==> src/rtl/hit_reducer.sv <==
// rtl/hit_reducer.sv - nearest forward hit selector across the spheres of one pixel
module hit_reducer #(
  parameter int SPHERE_COUNT = 4,
  parameter int T_W          = 12,
  parameter int IDX_W        = 8
) (
  input  logic                  clk,
  input  logic                  rst,
  input  logic                  start,
  input  logic                  in_valid,
  output logic                  in_ready,
  input  logic                  in_last,
  input  logic [IDX_W-1:0]      in_idx,
  input  logic                  in_hit,
  input  logic signed [T_W-1:0] in_t,
  input  logic [23:0]           in_color,
  output logic                  out_valid,
  input  logic                  out_ready,
  output logic                  out_hit,
  output logic [IDX_W-1:0]      out_idx,
  output logic signed [T_W-1:0] out_t,
  output logic [23:0]           out_color,
  output logic                  out_err,
  output logic                  busy
);

  typedef enum logic [1:0] {IDLE, ACCUM, HOLD} state_t;

  localparam int CNT_W = $clog2(SPHERE_COUNT + 1);
  // Count of previously accepted beats at which the current beat is the last allowed one
  localparam logic [CNT_W-1:0] CNT_LAST = CNT_W'(SPHERE_COUNT - 1);
  // Largest positive distance: "nothing hit yet" and the no-hit result value
  localparam logic signed [T_W-1:0] T_FAR  = {1'b0, {(T_W-1){1'b1}}};
  localparam logic signed [T_W-1:0] T_ZERO = '0;

  state_t              state;
  logic [CNT_W-1:0]    cnt;
  logic                best_hit;
  logic [IDX_W-1:0]    best_idx;
  logic signed [T_W-1:0] best_t;
  logic [23:0]         best_color;
  logic                err;

  logic accept;
  logic qualify;
  logic replace;
  logic closing;

  assign accept  = in_valid && in_ready;
  // Zero or negative distance is behind the camera
  assign qualify = in_hit && (in_t > T_ZERO);
  // Strict less-than so that ties keep the earlier beat
  assign replace = !best_hit || (in_t < best_t);
  assign closing = in_last || (cnt == CNT_LAST);

  assign in_ready  = (state == ACCUM);
  assign out_valid = (state == HOLD);
  assign busy      = (state != IDLE);
  assign out_hit   = best_hit;
  assign out_idx   = best_idx;
  assign out_t     = best_t;
  assign out_color = best_color;
  assign out_err   = err;

  // Pixel FSM: clear on start, fold in accepted beats, hold the result until taken
  always_ff @(posedge clk or posedge rst) begin
    if (rst) begin
      state      <= IDLE;
      cnt        <= '0;
      best_hit   <= 1'b0;
      best_idx   <= '0;
      best_t     <= T_FAR;
      best_color <= '0;
      err        <= 1'b0;
    end else begin
      case (state)
        IDLE: begin
          if (start) begin
            cnt        <= '0;
            best_hit   <= 1'b0;
            best_idx   <= '0;
            best_t     <= T_FAR;
            best_color <= '0;
            err        <= 1'b0;
            state      <= ACCUM;
          end
        end
        ACCUM: begin
          if (accept) begin
            if (qualify && replace) begin
              best_hit   <= 1'b1;
              best_idx   <= in_idx;
              best_t     <= in_t;
              best_color <= in_color;
            end
            cnt <= cnt + 1'b1;
            if (closing) begin
              // Closed without in_last means the beat budget ran out
              err   <= !in_last;
              state <= HOLD;
            end
          end
        end
        HOLD: begin
          if (out_ready) begin
            state <= IDLE;
          end
        end
        default: state <= IDLE;
      endcase
    end
  end

endmodule

==> config.mk <==
export PLATFORM = sky130hd
export DESIGN_NAME = hit_reducer
export DESIGN_NICKNAME = d
export VERILOG_FILES = /design/src/rtl/hit_reducer.sv
export SDC_FILE = /design/constraint.sdc
export NUM_CORES = 1
export LEC_CHECK = 0
export ABC_AREA = 1
export BUFFER_PORTS_ARGS = -buffer_cell sky130_fd_sc_hd__buf_2
export CAP_MARGIN = 20
export CORE_MARGIN = 2
export CORE_UTILIZATION = 44
export DETAILED_ROUTE_END_ITERATION = 8
export PLACE_DENSITY = 0.76
export SYNTH_ARGS = -nofsm -noshare
export SYNTH_HDL_FRONTEND = slang
export SYNTH_SLANG_ARGS = --single-unit
export TNS_END_PERCENT = 100
==> constraint.sdc <==
create_clock -name clk -period 1.79 [get_ports clk]
set_input_delay 0.358 -clock clk [delete_from_list [all_inputs] [get_ports clk]]
set_output_delay 0.358 -clock clk [all_outputs]
set_load 0.02 [all_outputs]
==> flow_summary.json <==
{
  "skew_ns": 0.00700,
  "setup_viol_count_final": 45,
  "reg2reg_slack_ns": -0.29,
  "r2r_start": "out_t[10]",
  "worstPathRequired_ns": 1.99,
  "n_antenna_cell": 0,
  "cts_made_buffers": 5,
  "grt_pass1_wl_um": 10500,
  "drt-met1-wl_um": 2990,
  "powerDensity_nw_per_um2": 1680,
  "yosysWarningCount": 0,
  "syn_area_per_cell_um2": 8.31,
  "ios": 100,
  "drtAntennaViolNets": 0,
  "hold_path_class": "input pin to async pin",
  "layout_common_cells": "buf_2, nand2_1, nand3_1",
  "p_leak_nw": 2.19,
  "outcome": "finished, violations left",
  "syn_area_um2": 2550,
  "vias": 2480,
  "cp-start-kind": "flip-flop",
  "end_kind": "flip-flop",
  "rsz0062_at_grt": "true",
  "cts_max_level": 2,
  "drc_errors": 0,
  "drv_cap": 0,
  "grt_max_degree": 36,
  "start_util_pct": 46.0,
  "clkLatencyLatePin_ns": 0.30,
  "area_delta_synth_final_pct": 48.0,
  "grt_use_total_pct": 20.6,
  "routed.top_layer": "met4",
  "yosys.cell_types.count": 24,
  "dieHeight_um": 80.1,
  "synth_seq_cells": 51,
  "viasPerCell": 4.85,
  "place_area_um2": 3340,
  "antenna_found_initial": 0,
  "r2r_cells": 16,
  "grt_pass1_vias": 2451,
  "drtPass1Iterations": 4,
  "rr_endpoint": "out_idx[2]",
  "drt_iter0_markers": 104,
  "drt_wl_total_um": 6810,
  "final_common_cell": "buf_2",
  "crit_fanout": 6,
  "violations": "setup timing",
  "die_w_um": 80.1,
  "ctsLongestPathBuffers": 2,
  "period_share_pct": 116,
  "routedWlPerCell_um": 13.3,
  "io_buffers": 99,
  "slew_headroom_pct": 72.3,
  "cts_tree": "yes",
  "cts-root-buf": "clkbuf_8",
  "hold_viol_final": 0,
  "synthCells": 307,
  "power_mw": 6.33,
  "syn_nets": 371,
  "fin_area_um2": 3780,
  "gr-total-overflow": 0,
  "fmax_mhz": 481,
  "place_hpwl_um": 4600,
  "vdd_ir_drop_max_mv": 1.30,
  "met3_wirelength_um": 399,
  "core_area_um2": 5540,
  "met2_length_um": 3370,
  "tightest_slew_ns": 0.416,
  "ys_seq_area_share_pct": 50.6,
  "post_route_cells_drive_above_1_share_pct": 51.3,
  "gp_congestion": 0.842,
  "path_clk_slew_ns": 0.09,
  "slew_violations": 0,
  "setup_ws_ns": -0.291,
  "dieArea_um2": 6420,
  "nNetsFinal": 502,
  "clock_sinks": 51,
  "cp.arrival_ns": 2.28,
  "fin_crit_ns": 2.08,
  "path_class": "flip-flop to flip-flop",
  "num_rows": 27
}
[per-layer routing]
| metal | GRT usage [%] | vias to the layer above |
|---|---|---|
| met1 | 26.8 | 1151 |
| met2 | 35.1 | 85 |
| li1 | - | 1237 |
| met3 | 4.16 | 7 |
| met5 | 0 | - |
| met4 | 5.08 | 0 |
[final cells by class]
cell class              instances  area, µm²
flip-flops and latches         51       1290
clock buffers                   6       72.6
inverters                      29        109
well taps                      72       90.1
repair buffers                137        897
fillers                       481       1760
multi-input cells             214       1300
clock inverters                 2       13.8
[cell usage after synthesis (all sizes together)]
master | instances | area, µm²
nand3 | 45 | 225
a31oi | 1 | 6.26
o21ai | 5 | 25.0
buf | 12 | 87.6
nor2 | 7 | 36.3
dfrtp | 40 | 1000
nand2 | 120 | 463
nor3 | 2 | 10.0
nor4 | 2 | 12.5
o22ai | 3 | 25.0
o31ai | 1 | 7.51
inv | 29 | 109
a21oi | 5 | 25.0
dfstp | 11 | 289
ha | 13 | 163
clkbuf | 1 | 3.75
or2 | 10 | 62.6
[cell families (layout without fill, tap and decap cells)]
logic type,after synthesis,count (layout),share of synthesized area [%]
AND/OR/NAND/NOR,186,186,31.7
flip-flops,51,51,50.6
buffers and inverters,42,174,7.85
AO/OA/AOI/OAI,15,15,3.48
adder cells (fa/ha/maj),13,13,6.38
[power by group]
group,internal [mW],switching (mW)
logic,1.58,2.16
clock network,0.277,0.379
registers,1.65,0.294
total,3.50,2.83
[worst max path at each step]
stage	startpoint	to	slack (ns)
finish	out_t[10]	out_idx[2]	-0.29
floorplan	out_t[10]	out_hit	-0.22
global route	out_t[10]	out_idx[0]	-0.41
CTS	out_t[10]	out_color[6]	-0.23
global placement	out_t[10]	out_color[23]	-0.22
detailed placement	in_t[11]	out_color[6]	-0.27
[flip-flops by register name (all words and copies together) (netlist names)]
register and cells:
out_err 1, cnt 3, out_color 24, out_t 12
out_idx 8, state 2, out_hit 1
[per-stage QoR]
stage | hold slack, ns | setup WS [ns] | instances | TNS, ns | util [%]
finish | 0.0373 | -0.291 | 511 | -11.60 | 68.2
global route | 0.0654 | -0.409 | 511 | -17.07 | 68.2
CTS | 0.0514 | -0.234 | 507 | -9.06 | 64.7
detailed placement | 0.383 | -0.266 | 497 | -10.16 | 60.4
global placement | 0.379 | -0.224 | 497 | -8.75 | 60.4
floorplan | 0.455 | -0.225 | 307 | -9.17 | -
[repair_timing]
| item | CTS | global route |
|---|---|---|
| pin swaps | 7 | 3 |
| hold buffers | 0 | 0 |
| setup buffers | 1 | 2 |
| resized for setup | 21 | 40 |
| cloned | 1 | 2 |
| setup endpoints to repair | 45 | 45 |
[worst max-delay path: stages (launching register included)]
cell and delay, ns:
dfstp_2 0.54, inv_2 0.04, ha_4 0.26, nand2_4 0.05, nor2_4 0.11, nand2_1 0.06
nor2_1 0.08, nand2_1 0.07, nand2_1 0.07, nand2_1 0.06, nand3_2 0.06, nand2_2 0.08
nand2_4 0.11, nand2_8 0.09, clkbuf_16 0.19, nand2_4 0.06, nand2_2 0.05
(Power assumes the default switching activity.)
